===== config.mk =====
export PLATFORM = sky130hd
export DESIGN_NAME = if_stage_flat
export DESIGN_NICKNAME = d
export VERILOG_FILES = /design/src/rtl/if_stage_pkg.sv /design/src/rtl/if_stage_if.sv /design/src/rtl/if_inst_buf.sv /design/src/rtl/if_stage.sv /design/src/flat_wrapper.sv
export SDC_FILE = /design/constraint.sdc
export NUM_CORES = 1
export LEC_CHECK = 0
export BUFFER_PORTS_ARGS = -buffer_cell sky130_fd_sc_hd__buf_4
export CAP_MARGIN = 15
export CORE_UTILIZATION = 45
export CTS_BUF_LIST = sky130_fd_sc_hd__clkbuf_8
export DETAILED_ROUTE_END_ITERATION = 8
export PLACE_DENSITY = 0.8
export SLEW_MARGIN = 10
export SYNTH_ARGS = -nofsm -noshare
export SYNTH_HDL_FRONTEND = slang
export SYNTH_HIERARCHICAL = 1
export SYNTH_SLANG_ARGS = --single-unit
export TNS_END_PERCENT = 100

===== constraint.sdc =====
create_clock -name clk -period 3.4 [get_ports clk]
set_clock_uncertainty 0.15 [all_clocks]
set_input_delay 0.68 -clock clk [delete_from_list [all_inputs] [get_ports clk]]
set_output_delay 0.68 -clock clk [all_outputs]
set_load 0.02 [all_outputs]

===== src/rtl/if_stage_pkg.sv =====
// Shared pipeline definitions: reset PC, inter-stage bus widths and the IF->ID bus layout.
package if_stage_pkg;

  localparam logic [31:0] RESET_PC        = 32'h1c00_0000;
  localparam int          FS_TO_DS_BUS_WD = 65;
  localparam int          BR_BUS_WD       = 33;

  localparam int FS_BUS_ADEF_BIT = 64;
  localparam int FS_BUS_PC_LSB   = 32;
  localparam int FS_BUS_INST_LSB = 0;

  // A misaligned fetch carries no usable instruction word, so it is zeroed on the bus.
  function automatic logic [FS_TO_DS_BUS_WD-1:0] pack_fs_to_ds(input logic        adef,
                                                               input logic [31:0] pc,
                                                               input logic [31:0] inst);
    logic [FS_TO_DS_BUS_WD-1:0] bus;
    bus                          = '0;
    bus[FS_BUS_ADEF_BIT]         = adef;
    bus[FS_BUS_PC_LSB +: 32]     = pc;
    bus[FS_BUS_INST_LSB +: 32]   = adef ? 32'h0 : inst;
    return bus;
  endfunction

endpackage


===== src/rtl/if_stage_if.sv =====
// IF-stage bus bundle: IF->ID handshake, branch redirect from decode, instruction SRAM port.
interface if_stage_if;
  import if_stage_pkg::*;

  logic                       ds_allowin;
  logic                       br_taken;
  logic [31:0]                br_target;
  logic                       fs_to_ds_valid;
  logic [FS_TO_DS_BUS_WD-1:0] fs_to_ds_bus;
  logic                       inst_sram_en;
  logic [3:0]                 inst_sram_we;
  logic [31:0]                inst_sram_addr;
  logic [31:0]                inst_sram_wdata;
  logic [31:0]                inst_sram_rdata;

  modport master (
    input  ds_allowin, br_taken, br_target, inst_sram_rdata,
    output fs_to_ds_valid, fs_to_ds_bus,
    output inst_sram_en, inst_sram_we, inst_sram_addr, inst_sram_wdata
  );

  modport slave (
    output ds_allowin, br_taken, br_target, inst_sram_rdata,
    input  fs_to_ds_valid, fs_to_ds_bus,
    input  inst_sram_en, inst_sram_we, inst_sram_addr, inst_sram_wdata
  );

endinterface


===== src/rtl/if_inst_buf.sv =====
// Holds an SRAM read word across decode back-pressure, since rdata is only valid one cycle.
module if_inst_buf (
  input  logic        clk,
  input  logic        reset,
  input  logic        capture,
  input  logic        clear,
  input  logic [31:0] rdata,
  output logic [31:0] inst,
  output logic        buf_valid
);

  logic [31:0] inst_buf;

  always_ff @(posedge clk) begin
    if (reset || clear) begin
      buf_valid <= 1'b0;
    end else if (capture) begin
      buf_valid <= 1'b1;
    end
  end

  always_ff @(posedge clk) begin
    if (capture) begin
      inst_buf <= rdata;
    end
  end

  assign inst = buf_valid ? inst_buf : rdata;

endmodule


===== src/rtl/if_stage.sv =====
// Instruction-fetch stage: PC, next-PC select, SRAM request and IF->ID handshake.
// Define IF_PERF_CNT_EN to add the perf_fetch_cnt / perf_bubble_cnt counters.
module if_stage #(
  parameter logic [31:0] RESET_PC        = if_stage_pkg::RESET_PC,
  parameter int          FS_TO_DS_BUS_WD = if_stage_pkg::FS_TO_DS_BUS_WD
) (
  input  logic        clk,
  input  logic        reset,
  if_stage_if.master  fs
`ifdef IF_PERF_CNT_EN
  ,
  output logic [31:0] perf_fetch_cnt,
  output logic [31:0] perf_bubble_cnt
`endif
);
  import if_stage_pkg::*;

  logic [BR_BUS_WD-1:0]       br_bus;
  logic                       br_taken;
  logic [31:0]                br_target;
  logic                       to_fs_valid;
  logic                       fs_ready_go;
  logic                       fs_allowin;
  logic [31:0]                seq_pc;
  logic [31:0]                nextpc;
  logic                       fs_valid;
  logic                       fs_adef;
  logic [31:0]                fs_pc;
  logic [31:0]                fs_inst;
  logic                       fs_to_ds_valid;
  logic                       ds_handshake;
  logic                       buf_capture;
  logic                       buf_clear;
  logic                       buf_valid;
  logic [FS_TO_DS_BUS_WD-1:0] fs_bus;

  assign br_bus                = {fs.br_taken, fs.br_target};
  assign {br_taken, br_target} = br_bus;

  // Pre-IF: select the next fetch address and request it from the SRAM
  assign to_fs_valid = ~reset;
  assign seq_pc      = fs_pc + 32'd4;
  assign nextpc      = br_taken ? br_target : seq_pc;
  assign fs_ready_go = 1'b1;
  assign fs_allowin  = ~fs_valid | (fs_ready_go & fs.ds_allowin) | br_taken;

  assign fs.inst_sram_en    = to_fs_valid & fs_allowin;
  assign fs.inst_sram_we    = 4'b0;
  assign fs.inst_sram_addr  = nextpc;
  assign fs.inst_sram_wdata = 32'b0;

  // IF: the PC is registered here; its instruction word arrives from the SRAM this cycle
  always_ff @(posedge clk) begin
    if (reset) begin
      fs_valid <= 1'b0;
      fs_pc    <= RESET_PC - 32'd4;
      fs_adef  <= 1'b0;
    end else if (fs_allowin) begin
      fs_valid <= to_fs_valid;
      fs_pc    <= nextpc;
      fs_adef  <= |nextpc[1:0];
    end
  end

  assign fs_to_ds_valid = ~reset & fs_valid & fs_ready_go & ~br_taken;
  assign ds_handshake   = fs_to_ds_valid & fs.ds_allowin;
  assign buf_capture    = fs_valid & ~fs.ds_allowin & ~buf_valid & ~br_taken;
  assign buf_clear      = ds_handshake | br_taken;

  if_inst_buf u_inst_buf (
    .clk       (clk),
    .reset     (reset),
    .capture   (buf_capture),
    .clear     (buf_clear),
    .rdata     (fs.inst_sram_rdata),
    .inst      (fs_inst),
    .buf_valid (buf_valid)
  );

  assign fs_bus            = pack_fs_to_ds(fs_adef, fs_pc, fs_inst);
  assign fs.fs_to_ds_bus   = fs_bus;
  assign fs.fs_to_ds_valid = fs_to_ds_valid;

`ifdef IF_PERF_CNT_EN
  always_ff @(posedge clk) begin
    if (reset) begin
      perf_fetch_cnt  <= 32'd0;
      perf_bubble_cnt <= 32'd0;
    end else begin
      if (ds_handshake) begin
        perf_fetch_cnt <= perf_fetch_cnt + 32'd1;
      end
      if (!fs_to_ds_valid) begin
        perf_bubble_cnt <= perf_bubble_cnt + 32'd1;
      end
    end
  end
`endif

endmodule


===== src/flat_wrapper.sv =====
// flat-port wrapper written by rule: the top's interface ports become plain ports
module if_stage_flat import if_stage_pkg::*;
#(
  parameter logic [31:0] RESET_PC        = if_stage_pkg::RESET_PC,
  parameter int          FS_TO_DS_BUS_WD = if_stage_pkg::FS_TO_DS_BUS_WD
)
  (clk, reset, fs_ds_allowin, fs_br_taken, fs_br_target, fs_inst_sram_rdata, fs_fs_to_ds_valid, fs_fs_to_ds_bus, fs_inst_sram_en, fs_inst_sram_we, fs_inst_sram_addr, fs_inst_sram_wdata);
  if_stage_if fs_i ();
  input  logic clk;
  input  logic reset;
  input wire logic [$bits(fs_i.ds_allowin)-1:0] fs_ds_allowin;
  input wire logic [$bits(fs_i.br_taken)-1:0] fs_br_taken;
  input wire logic [$bits(fs_i.br_target)-1:0] fs_br_target;
  input wire logic [$bits(fs_i.inst_sram_rdata)-1:0] fs_inst_sram_rdata;
  output wire logic [$bits(fs_i.fs_to_ds_valid)-1:0] fs_fs_to_ds_valid;
  output wire logic [$bits(fs_i.fs_to_ds_bus)-1:0] fs_fs_to_ds_bus;
  output wire logic [$bits(fs_i.inst_sram_en)-1:0] fs_inst_sram_en;
  output wire logic [$bits(fs_i.inst_sram_we)-1:0] fs_inst_sram_we;
  output wire logic [$bits(fs_i.inst_sram_addr)-1:0] fs_inst_sram_addr;
  output wire logic [$bits(fs_i.inst_sram_wdata)-1:0] fs_inst_sram_wdata;
  assign fs_i.ds_allowin = fs_ds_allowin;
  assign fs_i.br_taken = fs_br_taken;
  assign fs_i.br_target = fs_br_target;
  assign fs_i.inst_sram_rdata = fs_inst_sram_rdata;
  assign fs_fs_to_ds_valid = fs_i.fs_to_ds_valid;
  assign fs_fs_to_ds_bus = fs_i.fs_to_ds_bus;
  assign fs_inst_sram_en = fs_i.inst_sram_en;
  assign fs_inst_sram_we = fs_i.inst_sram_we;
  assign fs_inst_sram_addr = fs_i.inst_sram_addr;
  assign fs_inst_sram_wdata = fs_i.inst_sram_wdata;
  if_stage #(.RESET_PC(RESET_PC), .FS_TO_DS_BUS_WD(FS_TO_DS_BUS_WD)) u_core (.clk(clk), .reset(reset), .fs(fs_i));
endmodule

==> impl_metrics.yaml <==
run_status:
  outcome: "finished, final reports clean"
yosys:
  synth_area_leaders: "edfxtp_1, dfxtp_1, mux2_4"
  syn_inst: 475
  ys_seq_area_share_pct: 36.45
  synth_async_sr_flop_share_pct: 0
  synth.top_cell.area_share_pct: 21.08
  synth.ff_latch_count: 67
  avgSynthCellArea_um2: 9.596
  yosys_warnings: 6
  netlist_area_mm2: 0.004558
  yosysMostFrequentCell: "buf_4"
  synth_top_area_cell: "edfxtp_1"
  ys_types: 62
  synthTopCellsByCount: "buf_4, dfxtp_1, nand2_1"
  synth_enable_flop_cells: 32
  synth_ff_type: "dfxtp_1"
floorplanning:
  die_h_um: 102.6
  io_pins: 203
  die_area_mm2: 0.01054
  die_w_um: 102.6
  initial_core_util_pct: 46.63
  num_rows: 36
  core_area_mm2: 0.009774
global_routing:
  grt-ovfl-total: 0
  grt_pass1_wl_um: 18030
  antenna_found_initial: 0
  grt_start_max_net_pins: 35
  grt_pass1_vias: 3679
  gr-usage-all-layers_pct: 22.24
clock_tree:
  cts-root-buf: "clkbuf_8"
  cts_setup_buffers: 0
  insertion_delay_ns: 0.35
  cts.sinks: 67
  hold_buffers: 0
  cts_tree: "built"
  cts_resized: 0
  clk_pin_slew_worst_paths_ns: 0.09
  clk_path_buf_depth: 2
  cts_buffers: 9
  cts.htree.levels: 3
placed_design:
  gp_congestion: 0.8646
  dp_hpwl_um: 8901
  place_area_mm2: 0.005708
  io_buffers: 166
hold_path:
  min_path_cells: 1
  hold_class: "in2reg"
  worstHoldEndpoint: "u_core/u_inst_buf/inst_buf[7]"
  min-delay-start: "fs_inst_sram_rdata[7]"
pwr:
  powerDensity_mw_per_mm2: 416.8
  leakage_nw: 2.514
  ir_drop_mv: 0.2471
detailed_routing:
  drtPass1Iterations: 4
  drc: 0
  routed_wl_um: 11860
  first_iter_violations: 177
  vias: 3927
  drt.antenna.violating_nets: 0
  wl_per_cell_um: 15.46
  vias_per_cell: 5.120
timing:
  timing.hold.ws_ns: 0.3596
  worst_slew_pin_slew_ns: 1.138
  slew_headroom_pct: 24.04
  fmax_mhz: 311.3
  final.min_clock_period_ns: 3.213
  setup_viol: 0
  post-route-period-util_pct: 94.50
  drv_slew: 0
  tns_ns: 0
  finalHoldViolCount: 0
  rsz0062_at_grt: "no"
cells_and_area:
  multiInputGateArea_mm2: 0.002535
  fillers: 872
  diodes: 0
  nNetsFinal: 698
  design_area_mm2: 0.005933
  seqCellArea_mm2: 0.001663
  area_growth_pct: 30.17
  final_layout_size_suffix_gt1_share_pct: 40.22
critical_path:
  start_kind: "flop"
  crit_type: "reg2out"
  reg2regPathDepth: 6
  crit_start: "u_core/fs_pc[2]"
  r2r-end: "u_core/fs_pc[28]"
  arrival_ns: 2.38
  r2r_slack_ns: 1.07
  cp-end-kind: "primary output"
  critical_path_peak_fanout: 10
  cp.required_ns: 2.57
  timing.rr.start: "u_core/fs_pc[2]"
run:
  cap_violations: 0
-- where the power goes --
part	internal, W	switching [W]
combinational	0.000332	0.000432
clock	0.000418	0.000335
sequential	0.000889	0.0000670
total	0.00164	0.000834
-- worst max path at each step --
stage | slack, ns | endpoint
5_1_grt | 0.06 | fs_inst_sram_addr[30]
3_3_place_gp | 0.65 | fs_inst_sram_addr[30]
2_1_floorplan | 0.49 | u_core/u_inst_buf/inst_buf[0]
4_1_cts | 0.19 | fs_inst_sram_addr[30]
6_report | 0.19 | fs_inst_sram_addr[30]
3_5_place_dp | 0.58 | fs_inst_sram_addr[30]
-- placed cells by master (no fill, tap or decap), types with 3 or more instances in the layout --
cell type    n
a211oi_1     3
a21bo_2      6
a21oi_1     16
and2_1       5
and3_1       5
and4_1       4
buf_4      176
clkbuf_8     9
conb_1      36
dfxtp_1     34
edfxtp_1    32
inv_1        6
mux2_2       6
mux2_4      29
mux2i_1      3
nand2_1     35
nand2b_1     7
nand3_1     17
nand4_1      7
nor2_1      29
nor2b_1     33
nor3_1      15
nor4_1       6
o21a_1       6
o21ai_0     21
o31a_1       4
o31ai_1      5
xnor2_1     18
xor2_1      12
-- cells by family after synthesis --
family                     share of synthesized area [%]
xor gates and xnor gates                           5.764
AOI/OAI and AO/OA                                  11.50
adders and majority gates                         0.2745
and+or+nand+nor                                    23.36
muxes                                              11.69
buffers and inverters                              10.87
other                                            0.08227
DFF                                                36.45
-- metal layers --
| layer | up-vias | wire length (um) | GRT usage, % |
|---|---|---|---|
| met1 | 1830 | 5050 | 27.93 |
| met5 | - | 0 | 0 |
| met3 | 13 | 827 | 4.271 |
| met4 | 0 | 142 | 8.242 |
| met2 | 162 | 5840 | 37.85 |
| li1 | 1922 | - | - |
-- area by class of cell --
type                       count  share of cell area [%]
tap                          133                   2.805
timing repair buffer         176                   22.27
clock inverter                 7                   1.708
clock buffer                   9                   2.088
sequential                    67                   28.03
inverter                       6                  0.3796
multi-input combinational    369                   42.72
-- sequential cells by signal, indices dropped and copies added (netlist names) --
register	flops
u_core/fs_adef	1
u_core/fs_pc	32
u_core/fs_valid	1
u_core/u_inst_buf/buf_valid	1
u_core/u_inst_buf/inst_buf	32
-- worst max-delay path: stages (launching register included) --
cell     delay [ns]
dfxtp_1        0.45
ha_1           0.24
and3_1         0.42
nand4_4        0.25
nor3_1         0.28
xnor2_1        0.10
a21oi_1        0.15
buf_4          0.16
-- per-stage QoR --
step / util, % / instances / total power, W / setup slack, ns
after floorplan: - / 510 / 0.001472 / 0.4923
after global routing: 60.70 / 767 / 0.002591 / 0.06386
after global placement: 58.40 / 751 / 0.001720 / 0.6506
after detailed placement: 58.40 / 751 / 0.001733 / 0.5825
after CTS: 60.70 / 767 / 0.002493 / 0.1910
final: 60.70 / 767 / 0.002473 / 0.1872
No activity file was read; power rests on OpenSTA's default activity.
